==> src/rtl/vga_pkg.sv <==
// -----------------------------------------------------------------------------
// vga_pkg
// Shared definitions for the VGA frame fetch block: 640x480@60 timing
// constants, derived line/frame totals, the frame buffer base address, the
// pixel colour struct and the fetch FSM state type.
// No ports (package).
// -----------------------------------------------------------------------------
package vga_pkg;

    localparam int H_ACTIVE = 640;
    localparam int H_FP     = 16;
    localparam int H_SYNC   = 96;
    localparam int H_BP     = 48;
    localparam int H_TOTAL  = H_ACTIVE + H_FP + H_SYNC + H_BP;   // 800

    localparam int V_ACTIVE = 480;
    localparam int V_FP     = 10;
    localparam int V_SYNC   = 2;
    localparam int V_BP     = 33;
    localparam int V_TOTAL  = V_ACTIVE + V_FP + V_SYNC + V_BP;   // 525

    localparam int H_SYNC_FIRST = H_ACTIVE + H_FP;               // 656
    localparam int H_SYNC_LAST  = H_SYNC_FIRST + H_SYNC - 1;     // 751
    localparam int V_SYNC_FIRST = V_ACTIVE + V_FP;               // 490
    localparam int V_SYNC_LAST  = V_SYNC_FIRST + V_SYNC - 1;     // 491

    // Two pixels per 16-bit SRAM word.
    localparam int WORDS_PER_LINE = H_ACTIVE / 2;                // 320

    localparam logic [17:0] FB_BASE = 18'h00000;

    typedef struct packed {
        logic [7:0] r;
        logic [7:0] g;
        logic [7:0] b;
    } rgb_t;

    typedef enum logic {
        IDLE = 1'b0,
        RUN  = 1'b1
    } fsm_state_t;

    // Word offset of a frame buffer row: row*320 built from shifts (256+64).
    function automatic logic [18:0] row_offset(input logic [9:0] row);
        return ({9'd0, row} << 8) + ({9'd0, row} << 6);
    endfunction

endpackage

==> src/rtl/vga_timing_gen.sv <==
// -----------------------------------------------------------------------------
// vga_timing_gen
// Free-running horizontal/vertical counters for 640x480@60 and the raw
// (undelayed) sync, active-area and frame-start decodes of those counters.
// Ports:
//   clk, rst          pixel clock, asynchronous active-high reset
//   hcount [9:0]      0..799
//   vcount [9:0]      0..524
//   hsync_l, vsync_l  active-low syncs at counter time
//   active            hcount<640 && vcount<480
//   frame_start       high while the counters read (0,0)
// -----------------------------------------------------------------------------
module vga_timing_gen
    import vga_pkg::*;
(
    input  logic       clk,
    input  logic       rst,
    output logic [9:0] hcount,
    output logic [9:0] vcount,
    output logic       hsync_l,
    output logic       vsync_l,
    output logic       active,
    output logic       frame_start
);

    logic [9:0] hcount_r;
    logic [9:0] vcount_r;

    // Pixel and line counters; vcount advances when hcount wraps.
    always_ff @(posedge clk or posedge rst) begin
        if (rst) begin
            hcount_r <= 10'd0;
            vcount_r <= 10'd0;
        end else if (hcount_r == 10'(H_TOTAL - 1)) begin
            hcount_r <= 10'd0;
            if (vcount_r == 10'(V_TOTAL - 1)) begin
                vcount_r <= 10'd0;
            end else begin
                vcount_r <= vcount_r + 10'd1;
            end
        end else begin
            hcount_r <= hcount_r + 10'd1;
            vcount_r <= vcount_r;
        end
    end

    // Raw decodes of the current counter values.
    always_comb begin
        hcount      = hcount_r;
        vcount      = vcount_r;
        hsync_l     = !((hcount_r >= 10'(H_SYNC_FIRST)) && (hcount_r <= 10'(H_SYNC_LAST)));
        vsync_l     = !((vcount_r >= 10'(V_SYNC_FIRST)) && (vcount_r <= 10'(V_SYNC_LAST)));
        active      = (hcount_r < 10'(H_ACTIVE)) && (vcount_r < 10'(V_ACTIVE));
        frame_start = (hcount_r == 10'd0) && (vcount_r == 10'd0);
    end

endmodule

==> src/rtl/vga_frame_fetch.sv <==
// -----------------------------------------------------------------------------
// vga_frame_fetch
// Display-side frame buffer reader. Generates VGA timing, fetches two 8-bit
// pixel indices per SRAM word on even active pixels, looks them up in the
// colour palette and drives RGB with syncs delayed to stay aligned.
// Ports:
//   Clk, Reset_H               pixel clock, asynchronous active-high reset
//   Enable_H                   display enable, taken at frame start only
//   HScrollValue, VScrollValue scroll in pixels (bit 0 ignored) / lines
//   Sram_DataIn [15:0]         read data one cycle after the address
//   Sram_AddressOut [17:0]     word address (0 when not fetching)
//   Sram_RW_Out                always 1 (read)
//   Sram_UDS_Out_L/LDS_Out_L   low on fetch cycles
//   Display_SramBusy_H         high on fetch cycles
//   ColourPalletteAddr [7:0]   palette index
//   ColourPalletteData [31:0]  palette entry one cycle after the index
//   HSync_L, VSync_L, Blank_L  timing outputs aligned with RGB
//   Red, Green, Blue [7:0]     pixel colour, 0 when blanked or idle
//   FrameStart_H               one-cycle pulse aligned with pixel (0,0)
// -----------------------------------------------------------------------------
module vga_frame_fetch
    import vga_pkg::*;
(
    input  logic        Clk,
    input  logic        Reset_H,
    input  logic        Enable_H,
    input  logic [9:0]  HScrollValue,
    input  logic [9:0]  VScrollValue,
    input  logic [15:0] Sram_DataIn,
    output logic [17:0] Sram_AddressOut,
    output logic        Sram_RW_Out,
    output logic        Sram_UDS_Out_L,
    output logic        Sram_LDS_Out_L,
    output logic        Display_SramBusy_H,
    output logic [7:0]  ColourPalletteAddr,
    input  logic [31:0] ColourPalletteData,
    output logic        HSync_L,
    output logic        VSync_L,
    output logic        Blank_L,
    output logic [7:0]  Red,
    output logic [7:0]  Green,
    output logic [7:0]  Blue,
    output logic        FrameStart_H
);

    // {hsync_l, vsync_l, active, frame_start} value held in reset.
    localparam logic [3:0] SYNC_RESET = 4'b1100;

    logic [9:0]  hcount_s;
    logic [9:0]  vcount_s;
    logic        hsync_raw_s;
    logic        vsync_raw_s;
    logic        active_s;
    logic        frame_start_s;

    fsm_state_t  state_r;
    logic [8:0]  hs_half_r;
    logic [9:0]  y_r;
    logic [18:0] line_base_r;

    logic        run_s;
    logic [8:0]  hs_half_s;
    logic [9:0]  vs_s;
    logic [18:0] line_base_s;
    logic [9:0]  word_sum_s;
    logic [9:0]  word_idx_s;
    logic [18:0] addr_s;
    logic        fetch_s;

    logic        even_r;
    logic        odd_r;
    logic [7:0]  odd_px_r;
    logic        pal_valid_r;
    rgb_t        rgb_r;
    logic [3:0]  sync_d1_r;
    logic [3:0]  sync_d2_r;
    logic [3:0]  sync_d3_r;

    vga_timing_gen u_timing (
        .clk         (Clk),
        .rst         (Reset_H),
        .hcount      (hcount_s),
        .vcount      (vcount_s),
        .hsync_l     (hsync_raw_s),
        .vsync_l     (vsync_raw_s),
        .active      (active_s),
        .frame_start (frame_start_s)
    );

    // Fetch decision and word address for the current counter position.
    // During the (0,0) cycle the enable and scroll inputs are used directly so
    // that pixel (0,0) of a newly enabled frame is fetched with the new values.
    always_comb begin
        if (frame_start_s) begin
            run_s       = Enable_H;
            hs_half_s   = (HScrollValue >= 10'(H_ACTIVE)) ? 9'd0 : 9'(HScrollValue >> 1);
            vs_s        = (VScrollValue >= 10'(V_ACTIVE)) ? 10'd0 : VScrollValue;
            line_base_s = {1'b0, FB_BASE} + row_offset(vs_s);
        end else begin
            run_s       = (state_r == RUN);
            hs_half_s   = hs_half_r;
            vs_s        = y_r;
            line_base_s = line_base_r;
        end
        // hs/2 + hcount/2 stays below 2*320, so one conditional subtract wraps it.
        word_sum_s = {1'b0, hs_half_s} + {1'b0, hcount_s[9:1]};
        if (word_sum_s >= 10'(WORDS_PER_LINE)) begin
            word_idx_s = word_sum_s - 10'(WORDS_PER_LINE);
        end else begin
            word_idx_s = word_sum_s;
        end
        addr_s  = line_base_s + {9'd0, word_idx_s};
        // Reset gating keeps the bus released while the counters sit at (0,0).
        fetch_s = !Reset_H && run_s && active_s && !hcount_s[0];
    end

    // Frame control FSM: mode and scroll latched at frame start, line base
    // advanced by one row at the end of every line.
    always_ff @(posedge Clk or posedge Reset_H) begin
        if (Reset_H) begin
            state_r     <= IDLE;
            hs_half_r   <= 9'd0;
            y_r         <= 10'd0;
            line_base_r <= {1'b0, FB_BASE};
        end else if (frame_start_s) begin
            state_r     <= run_s ? RUN : IDLE;
            hs_half_r   <= hs_half_s;
            y_r         <= vs_s;
            line_base_r <= line_base_s;
        end else if (hcount_s == 10'(H_TOTAL - 1)) begin
            state_r   <= state_r;
            hs_half_r <= hs_half_r;
            if (y_r == 10'(V_ACTIVE - 1)) begin
                y_r         <= 10'd0;
                line_base_r <= {1'b0, FB_BASE};
            end else begin
                y_r         <= y_r + 10'd1;
                line_base_r <= line_base_r + 19'(WORDS_PER_LINE);
            end
        end else begin
            state_r     <= state_r;
            hs_half_r   <= hs_half_r;
            y_r         <= y_r;
            line_base_r <= line_base_r;
        end
    end

    // Data pipeline: SRAM word, palette lookup, RGB register.
    always_ff @(posedge Clk or posedge Reset_H) begin
        if (Reset_H) begin
            even_r      <= 1'b0;
            odd_r       <= 1'b0;
            odd_px_r    <= 8'd0;
            pal_valid_r <= 1'b0;
            rgb_r       <= '0;
        end else begin
            even_r      <= fetch_s;
            odd_r       <= even_r;
            odd_px_r    <= even_r ? Sram_DataIn[7:0] : odd_px_r;
            pal_valid_r <= even_r || odd_r;
            rgb_r       <= pal_valid_r ? rgb_t'(24'(ColourPalletteData)) : '0;
        end
    end

    // Three-stage delay so the timing outputs line up with RGB.
    always_ff @(posedge Clk or posedge Reset_H) begin
        if (Reset_H) begin
            sync_d1_r <= SYNC_RESET;
            sync_d2_r <= SYNC_RESET;
            sync_d3_r <= SYNC_RESET;
        end else begin
            sync_d1_r <= {hsync_raw_s, vsync_raw_s, active_s, frame_start_s};
            sync_d2_r <= sync_d1_r;
            sync_d3_r <= sync_d2_r;
        end
    end

    // Output drive: even pixel index straight from the bus, odd from the held byte.
    always_comb begin
        if (even_r) begin
            ColourPalletteAddr = Sram_DataIn[15:8];
        end else if (odd_r) begin
            ColourPalletteAddr = odd_px_r;
        end else begin
            ColourPalletteAddr = 8'd0;
        end
        Sram_AddressOut    = fetch_s ? 18'(addr_s) : 18'd0;
        Sram_RW_Out        = 1'b1;
        Sram_UDS_Out_L     = !fetch_s;
        Sram_LDS_Out_L     = !fetch_s;
        Display_SramBusy_H = fetch_s;
        HSync_L            = sync_d3_r[3];
        VSync_L            = sync_d3_r[2];
        Blank_L            = sync_d3_r[1];
        FrameStart_H       = sync_d3_r[0];
        Red                = rgb_r.r;
        Green              = rgb_r.g;
        Blue               = rgb_r.b;
    end

endmodule
==> config.mk <==
export PLATFORM = sky130hd
export DESIGN_NAME = vga_frame_fetch
export DESIGN_NICKNAME = d
export VERILOG_FILES = /design/src/rtl/vga_pkg.sv /design/src/rtl/vga_timing_gen.sv /design/src/rtl/vga_frame_fetch.sv
export SDC_FILE = /design/constraint.sdc
export NUM_CORES = 1
export LEC_CHECK = 0
export ABC_AREA = 1
export CELL_PAD_IN_SITES_DETAIL_PLACEMENT = 1
export CELL_PAD_IN_SITES_GLOBAL_PLACEMENT = 2
export CORE_ASPECT_RATIO = 1.1
export CORE_MARGIN = 3
export CORE_UTILIZATION = 33
export CTS_BUF_LIST = sky130_fd_sc_hd__clkbuf_4 sky130_fd_sc_hd__clkbuf_8
export DETAILED_ROUTE_END_ITERATION = 10
export PLACE_DENSITY_LB_ADDON = 0.05
export SYNTH_ARGS = -nofsm -noshare
export SYNTH_HDL_FRONTEND = slang
export SYNTH_HIERARCHICAL = 1
export SYNTH_SLANG_ARGS = --single-unit
==> constraint.sdc <==
create_clock -name Clk -period 17.7 [get_ports Clk]
set_input_delay 3.54 -clock Clk [delete_from_list [all_inputs] [get_ports Clk]]
set_output_delay 3.54 -clock Clk [all_outputs]
set_load 0.005 [all_outputs]
==> flow_summary.json, run 1 <==
{
  "status": "completed",
  "r2r_cells": 10,
  "final_area_mm2": 0.00834,
  "grt_pass1_vias": 6474,
  "ir_drop_mv": 0.0333,
  "final_nets": 1149,
  "die_h_um": 155,
  "area_delta_synth_final_pct": 24.5,
  "start_util": 0.337,
  "ys_seq_elements": 105,
  "grt_pass1_wl_um": 32800,
  "syn_area_mm2": 0.00670,
  "antenna_found_initial": 0,
  "max_stage_delay_ns": 0.52,
  "maxSlewHeadroom": 0.377,
  "layout_commonest_cell": "nand2_1",
  "rsz0062_at_grt": "false",
  "synth_fp_nets": 1033,
  "stdcell_count": 1297,
  "initialDrtViolationCount": 220,
  "holdPathEnd": "sync_d3_r[1]",
  "via_count": 6218,
  "antenna_cells": 0,
  "synthCells": 924,
  "insertion_delay_ns": 0.39,
  "setup_tns_ns": 0,
  "hold_viol": 0,
  "ios": 129,
  "maxCapViolCount": 0,
  "ant_nets": 0,
  "core_area_mm2": 0.0199,
  "yosysSeqAreaShare": 0.393,
  "drt_pass1_iterations": 4,
  "cp_slowest_cell": "clkdlybuf4s50_1",
  "synthFlopType": "dfrtp_1",
  "synth_edf_count": 0,
  "synth_mux_area_frac": 0,
  "clockBufferDepth": 2,
  "track_usage": 0.183,
  "portBuffers": 118,
  "critPathBufInv": 3,
  "path_delay_family": "simple AND/OR/NAND/NOR gates",
  "routedWlPerCell_um": 14.9,
  "hold_start": "sync_d2_r[1]",
  "synthSimpleGateAreaFrac": 0.301,
  "cts_setup_buffers": 0,
  "cts.sinks": 105,
  "cp-end-kind": "output port",
  "p_per_area_mw_per_mm2": 59.4,
  "hold_path_class": "reg -> reg",
  "worstMarginPinSlew_ns": 0.935,
  "yosysWarnings": 6,
  "arrival_ns": 8.24,
  "worstReg2RegStart": "u_timing/hcount[0]",
  "gr-total-overflow": 0,
  "p_leak_nw": 4.22,
  "slew_violations": 0,
  "power_w": 0.000495,
  "finalCritPeriodShare": 0.666,
  "synthDistinctLibCells": 42,
  "fin_crit_ns": 11.78,
  "drc": 0,
  "synth-compound-area-share": 0.101,
  "gp_congestion": 0.763,
  "async_flop_share": 1.00,
  "place_area_mm2": 0.00815,
  "setup_viol": 0,
  "startpoint_type": "input pin",
  "crit_top_cell": "nand2_1",
  "drive_gt1_frac": 0.0469,
  "synth_xor_area_frac": 0.0301,
  "cts_resized": 0,
  "cts_made_buffers": 9,
  "htreeDepth": 3,
  "synthAdderAreaFrac": 0.0744,
  "std_cell_rows": 54,
  "cp_data_required_time_ns": 14.16,
  "ctsHoldBuffers": 0,
  "grt_max_degree": 70,
  "die_x_um": 142,
  "cts.clk_slew.worst_paths_ns": 0.11,
  "dieArea_mm2": 0.0220,
  "rr_endpoint": "line_base_r[14]",
  "cts_tree": "yes",
  "synth_top_family_by_area": "simple AND/OR/NAND/NOR gates",
  "synth_area_per_cell_um2": 7.25,
  "viasPerCell": 4.79,
  "final_cell_mix": "250 x nand2_1, 148 x inv_1, 118 x clkdlybuf4s50_1",
  "skew_ns": 0.00973,
  "cp_max_fo": 7,
  "root_buffer": "clkbuf_8",
  "place_inst": 1281,
  "max_freq_mhz": 84.9,
  "routed_wl_um": 19400,
  "crit_type": "in -> out",
  "dp_hpwl_um": 15000,
  "ff2ff_setup_slack_ns": 14.96,
  "hold_depth": 0
}
==> synthesized netlist by cell type, types with 2 or more instances <==
cell | number | share of area
buf_4 | 5 | 0.0056
o211ai_1 | 11 | 0.012
ha_1 | 35 | 0.065
dfrtp_1 | 99 | 0.37
nand2_1 | 250 | 0.14
nand3_1 | 69 | 0.052
a31oi_1 | 5 | 0.0047
nand4_1 | 16 | 0.015
xor2_1 | 19 | 0.025
clkbuf_1 | 8 | 0.0045
xnor2_1 | 4 | 0.0052
o21ai_0 | 37 | 0.028
nor4_1 | 7 | 0.0065
a21oi_1 | 44 | 0.033
inv_1 | 149 | 0.084
conb_1 | 2 | 0.0011
or2_2 | 3 | 0.0028
nand3b_1 | 4 | 0.0045
buf_1 | 2 | 0.0011
nor2_1 | 95 | 0.053
nand2_2 | 4 | 0.0037
nor2_2 | 2 | 0.0019
nor3_1 | 12 | 0.0090
fa_1 | 3 | 0.0090
o21ai_1 | 9 | 0.0067
o221ai_1 | 3 | 0.0039
dfstp_2 | 6 | 0.024
o21bai_1 | 4 | 0.0045
inv_2 | 4 | 0.0022
==> worst max path at each step <==
stage / startpoint / to / slack (ns) / cells after the start
after floorplan: HScrollValue[8] / Sram_AddressOut[17] / 7.56 / 26
after global placement: HScrollValue[9] / Sram_AddressOut[17] / 5.80 / 28
after detailed placement: HScrollValue[9] / Sram_AddressOut[17] / 5.80 / 28
after CTS: HScrollValue[9] / Sram_AddressOut[17] / 5.79 / 28
after global routing: HScrollValue[8] / Sram_AddressOut[17] / 5.28 / 28
final: HScrollValue[9] / Sram_AddressOut[17] / 5.92 / 28
==> final cells by class <==
| class | count | area (µm²) |
|---|---|---|
| clock buffer | 12 | 153 |
| clock inverter | 4 | 37.5 |
| fill | 2490 | 11500 |
| inverter | 153 | 576 |
| multi-input combinational | 649 | 3410 |
| sequential | 105 | 2640 |
| tap | 252 | 315 |
| timing repair buffer | 122 | 1210 |
==> logic make-up (layout without fill, tap and decap cells) <==
group	count (synthesis)	in the layout
and+or+nand+nor	467	467
buffers and inverters	170	291
AOI/OAI and AO/OA	119	119
DFF	105	105
adders and majority gates	38	38
xor gates and xnor gates	23	23
other	2	2
==> flip-flops by register name, summed over array words and instances (netlist names), 4 cells and up <==
register	cells
sync_d1_r	4
u_timing/vcount	10
Green	8
sync_d3_r	4
line_base_r	18
Red	8
odd_px_r	8
u_timing/hcount	10
Blue	8
sync_d2_r	4
y_r	10
hs_half_r	9
==> per-stage QoR <==
stage                     utilization  hold slack [ns]  setup slack (ns)
after global routing            0.420            0.367              5.28
after CTS                       0.420            0.364              5.79
final                           0.420            0.359              5.92
after global placement          0.410            0.335              5.80
after floorplan                     -            0.331              7.56
after detailed placement        0.410            0.338              5.80
==> where the power goes <==
part | internal [W] | switching (W) | total [W]
sequential | 0.000250 | 0.00000689 | 0.000257
combinational | 0.0000377 | 0.0000478 | 0.0000855
clock | 0.0000602 | 0.0000927 | 0.000153
total | 0.000348 | 0.000147 | 0.000495
==> metal layers <==
layer,global-route usage,vias to the layer above,share of wire
met2,0.313,67,0.48
li1,-,3173,-
met4,0.0439,0,0.0090
met5,0,-,0
met1,0.248,2966,0.48
met3,0.0188,12,0.030
Note: power is estimated with default switching activity, not from simulation.
==> inputs of run 2 (changes only) <==
Settings changed: CORE_UTILIZATION 33 to 30.
Clock period 17.7 ns to 11.2 ns, I/O delays scaled along.
==> run 2 against run 1 <==
Via count decreased by 1.2%. Final cell count increased by 3.1%. Clock skew decreased by 0.0041 ns. Sequential cell count unchanged. Non-clock buffer count increased by 1. Die area increased by 9.6%. Setup slack got worse by 3.9 ns. First-iteration DRC count increased by 25%. Count of clock-buffer cells in the layout decreased by 3. Final area increased by 1.2%. Critical path type unchanged.
==> flow_summary.json, run 2 (synthesized netlist as in run 1, its figures left out) <==
{
  "cts_tree": "yes",
  "setup_tns_ns": 0,
  "crit_type": "in -> out",
  "switchingPower_w": 0.000240,
  "crit_path_end": "Sram_AddressOut[17]",
  "ff2ff_setup_slack_ns": 8.18,
  "ctsHoldBuffers": 0,
  "maxSlewHeadroom": 0.364,
  "die_x_um": 148,
  "cts_resized": 0,
  "skew_ns": 0.00560,
  "pwr-share-seq": 0.492,
  "max_freq_mhz": 109,
  "hold_path_class": "reg -> reg",
  "ir_drop_mv": 0.0519,
  "track_usage": 0.169,
  "largest_reg_flops": 18,
  "cp_max_fo": 7,
  "postLayoutCoreUtil": 0.390,
  "grt_pass1_wl_um": 33300,
  "initialDrtViolationCount": 276,
  "arrival_ns": 6.94,
  "p_per_area_mw_per_mm2": 97.8,
  "root_buffer": "clkbuf_8",
  "layout_commonest_cell": "nand2_1",
  "p_int_w": 0.000585,
  "clockBufferDepth": 2,
  "slew_violations": 0,
  "ant_nets": 0,
  "drc": 0,
  "gp_congestion": 0.818,
  "hold_viol": 0,
  "ios": 129,
  "fillers": 2673,
  "routed_wl_um": 19500,
  "drt_pass1_iterations": 4,
  "cts_made_buffers": 9,
  "cp-end-kind": "output port",
  "grt_pass1_vias": 6557,
  "gr-total-overflow": 0,
  "routedWlPerCell_um": 14.6,
  "setup_viol": 0,
  "comb_power_share": 0.163,
  "std_cell_rows": 56,
  "area_delta_synth_final_pct": 26.0,
  "viasPerCell": 4.60,
  "startpoint_type": "input pin",
  "htreeDepth": 3,
  "maxCapViolCount": 0,
  "start_util": 0.309,
  "status": "completed",
  "crit_start": "HScrollValue[9]",
  "cts_setup_buffers": 0,
  "dp_hpwl_um": 15200,
  "cts.clk_slew.worst_paths_ns": 0.11,
  "netSwitchingFraction": 0.291,
  "worstReg2RegStart": "u_timing/hcount[0]",
  "fin_crit_ns": 9.18,
  "final_nets": 1150,
  "p_leak_nw": 4.25,
  "portBuffers": 118,
  "core_area_mm2": 0.0217,
  "drive_gt1_frac": 0.0478,
  "via_count": 6144,
  "cts.sinks": 105,
  "worstMarginPinSlew_ns": 0.953,
  "grt_max_degree": 71,
  "dieArea_mm2": 0.0242,
  "cp_data_required_time_ns": 8.96,
  "rsz0062_at_grt": "false",
  "antenna_found_initial": 0,
  "p_clk_frac": 0.345,
  "rr_endpoint": "line_base_r[6]",
  "r2r_cells": 12,
  "finalCritPeriodShare": 0.819,
  "final_cell_mix": "250 x nand2_1, 148 x inv_1, 118 x clkdlybuf4s50_1",
  "die_h_um": 163,
  "regMostFlops": "line_base_r",
  "insertion_delay_ns": 0.39
}
run 2: cell types whose count changed in the layout (fill, tap and decap cells not counted), sizes merged:
cell	before	now
bufinv	0	2
buf	4	5
clkinv	4	3
inv	153	155
diode	0	1
clkbuf	12	9
run 2: worst max-delay path, stage by stage:
cell and delay (ns):
clkdlybuf4s50_1 0.49, o21ai_1 0.17, nand3_1 0.14, nand2_1 0.07, ha_1 0.22, fa_1 0.47, nand4_1 0.13, nand3_1 0.13
xor2_1 0.27, nand2_1 0.11, nand2_1 0.09, nand2_1 0.11, inv_1 0.09, nand2_1 0.05, nand2_1 0.05, nand2_1 0.05
ha_1 0.35, nand2_1 0.09, nor2_1 0.13, nand3_1 0.09, nand3_1 0.15, nand2_1 0.07, nand2_1 0.11, nand3_1 0.11
nor2_1 0.22, a21oi_1 0.10, nor2_1 0.11, clkdlybuf4s50_1 0.51
run 2: worst min path at each step:
stage	start	endpoint	slack, ns	depth (start not counted)
CTS	sync_d1_r[3]	sync_d2_r[3]	0.36	0
detailed placement	sync_d1_r[0]	sync_d2_r[0]	0.34	0
finish	sync_d1_r[3]	sync_d2_r[3]	0.36	0
global route	sync_d2_r[2]	sync_d3_r[2]	0.37	0
global placement	sync_d2_r[1]	sync_d3_r[1]	0.33	0
floorplan	sync_d1_r[0]	sync_d2_r[0]	0.33	0
run 2: cell type report:
class                      instances  area, µm²  area share
multi-input combinational        649       3410       0.404
clock buffer                       9        124      0.0147
timing repair buffer             123       1220       0.144
antenna                            1       2.50    0.000297
clock inverter                     7        110      0.0131
tap                              290        363      0.0430
sequential                       105       2640       0.312
inverter                         153        576      0.0682
run 2: power groups by stage:
stage	logic (W)	registers [W]	clock network, W
after floorplan	0.0000828	0.000409	0
after global placement	0.000136	0.000413	0
after CTS	0.000138	0.000406	0.000299
final	0.000135	0.000406	0.000285
after global routing	0.000155	0.000408	0.000312
after detailed placement	0.000137	0.000413	0
run 2: metal layers:
metal | track usage | vias up | wire length (µm) | part of all wire
met5 | 0 | - | 0 | 0
met1 | 0.221 | 2892 | 9250 | 0.47
met3 | 0.0270 | 12 | 566 | 0.029
met2 | 0.297 | 66 | 9510 | 0.49
met4 | 0.0298 | 0 | 196 | 0.010
li1 | - | 3174 | - | -
run 2: through the flow:
| step | total power, W | setup slack (ns) | cells | hold WS (ns) | cell area (µm²) |
|---|---|---|---|---|---|
| 4_1_cts | 0.000843 | 1.96 | 1336 | 0.364 | 8430 |
| 2_1_floorplan | 0.000492 | 3.66 | 924 | 0.331 | 6700 |
| 6_report | 0.000825 | 2.02 | 1337 | 0.362 | 8440 |
| 3_3_place_gp | 0.000549 | 2.00 | 1320 | 0.334 | 8200 |
| 3_5_place_dp | 0.000550 | 1.97 | 1320 | 0.342 | 8200 |
| 5_1_grt | 0.000876 | 1.53 | 1336 | 0.367 | 8430 |
==> inputs of run 3 (changes only) <==
Clock period 11.2 ns to 8.75 ns, I/O delays scaled along.
==> run 3 against run 2 <==
Clock power increased by 9.1%. Worst hold slack is essentially flat. Core utilization shrank 0.23 points. Largest cell class unchanged.
==> flow_summary.json, run 3 (synthesized netlist as in run 1, its figures left out) <==
{
  "regMostFlops": "line_base_r",
  "worstMarginPinSlew_ns": 0.930,
  "p_leak_nw": 4.22,
  "cts.sinks": 105,
  "cp_data_required_time_ns": 7.00,
  "power_w": 0.00100,
  "max_stage_delay_ns": 0.50,
  "path_delay_family": "simple AND/OR/NAND/NOR gates",
  "status": "completed",
  "startpoint_type": "input pin",
  "gp_congestion": 0.830,
  "grt_pass1_vias": 6577,
  "p_per_area_mw_per_mm2": 120,
  "initialDrtViolationCount": 203,
  "hold_path_class": "reg -> reg",
  "arrival_ns": 6.36,
  "slew_violations": 0,
  "core_area_mm2": 0.0217,
  "skew_ns": 0.0114,
  "maxCapViolCount": 0,
  "std_cell_rows": 56,
  "antenna_cells": 0,
  "start_util": 0.309,
  "insertion_delay_ns": 0.39,
  "rsz0062_at_grt": "false",
  "die_h_um": 163,
  "routed_wl_um": 19500,
  "via_count": 6170,
  "cp-end-kind": "output port",
  "clockBufferDepth": 2,
  "cts.clk_slew.worst_paths_ns": 0.10,
  "final_cell_mix": "250 x nand2_1, 148 x inv_1, 118 x clkdlybuf4s50_1",
  "routedWlPerCell_um": 14.6,
  "final_nets": 1149,
  "ios": 129,
  "setup_viol": 0,
  "ir_drop_mv": 0.0649,
  "critPathBufInv": 4,
  "antenna_found_initial": 0,
  "finalCritPeriodShare": 0.927,
  "drt_pass1_iterations": 4,
  "cts_tree": "yes",
  "cts_setup_buffers": 0,
  "fin_crit_ns": 8.11,
  "viasPerCell": 4.62,
  "die_x_um": 148,
  "dp_hpwl_um": 15100,
  "crit_type": "in -> out",
  "area_delta_synth_final_pct": 25.2,
  "cp_slowest_cell": "clkdlybuf4s50_1",
  "maxSlewHeadroom": 0.380,
  "setup_tns_ns": 0,
  "crit_top_cell": "nand2_1",
  "cp_max_fo": 4,
  "drc": 0,
  "gr-total-overflow": 0,
  "htreeDepth": 3,
  "max_freq_mhz": 123,
  "portBuffers": 118,
  "largest_reg_flops": 18,
  "hold_viol": 0,
  "root_buffer": "clkbuf_8",
  "postLayoutCoreUtil": 0.387,
  "grt_pass1_wl_um": 33400,
  "track_usage": 0.170,
  "grt_max_degree": 70,
  "drive_gt1_frac": 0.0478,
  "layout_commonest_cell": "nand2_1",
  "cts_made_buffers": 9,
  "ff2ff_setup_slack_ns": 5.90,
  "ant_nets": 0,
  "dieArea_mm2": 0.0242
}
[run 3: cell types whose count changed in the layout (fill, tap and decap cells not counted), sizes merged]
| cell | before | now |
|---|---|---|
| clkbuf | 9 | 11 |
| clkinv | 3 | 1 |
| buf | 5 | 4 |
| diode | 1 | 0 |
| inv | 155 | 156 |
| bufinv | 2 | 0 |
| clkinvlp | 0 | 1 |
[run 3: path summary, 6_finish.rpt]
check | startpoint | end | depth (start not counted)
worst max-delay path | HScrollValue[9] | Sram_AddressOut[17] | 28
worst min-delay path | sync_d1_r[0] | sync_d2_r[0] | 0
worst max register to register | u_timing/hcount[0] | line_base_r[14] | 10
max in group asynchronous | Reset_H | sync_d3_r[0] | 3
worst min register to register | sync_d1_r[0] | sync_d2_r[0] | 0
min in group asynchronous | Reset_H | state_r | 2
[run 3: power breakdown]
| part | switching (W) | total (W) | leakage (nW) | internal, W |
|---|---|---|---|---|
| clock network | 0.000191 | 0.000311 | 0.0963 | 0.000120 |
| logic | 0.0000963 | 0.000173 | 2.78 | 0.0000763 |
| registers | 0.0000137 | 0.000519 | 1.35 | 0.000505 |
| total | 0.000301 | 0.00100 | 4.22 | 0.000702 |
[run 3: layout make-up]
class	count	area, µm²
fillers	2670	13300
inverters	153	576
multi-input cells	649	3410
well taps	290	363
flip-flops and latches	105	2640
clock inverters	5	45.0
repair buffers	122	1210
clock buffers	11	145
[run 3: timing repair]
item,4_1_cts,5_1_grt
hold buffers,0,0
resized for setup,0,1
setup endpoints to repair,0,2
[run 3: routing by layer]
metal,track usage,up-vias,share of wire
met4,0.0340,0,0.0085
met3,0.0276,12,0.031
met2,0.297,76,0.49
li1,-,3172,-
met5,0,-,0
met1,0.223,2910,0.47
[run 3: stage by stage]
stage / std cells / worst slack [ns] / hold WS [ns] / area [µm²]
after global placement: 1319 / 0.526 / 0.334 / 8190
final: 1335 / 0.639 / 0.362 / 8390
after detailed placement: 1319 / 0.523 / 0.343 / 8190
after floorplan: 924 / 2.19 / 0.331 / 6700
after CTS: 1335 / 0.514 / 0.365 / 8380
after global routing: 1335 / 0.00872 / 0.371 / 8390
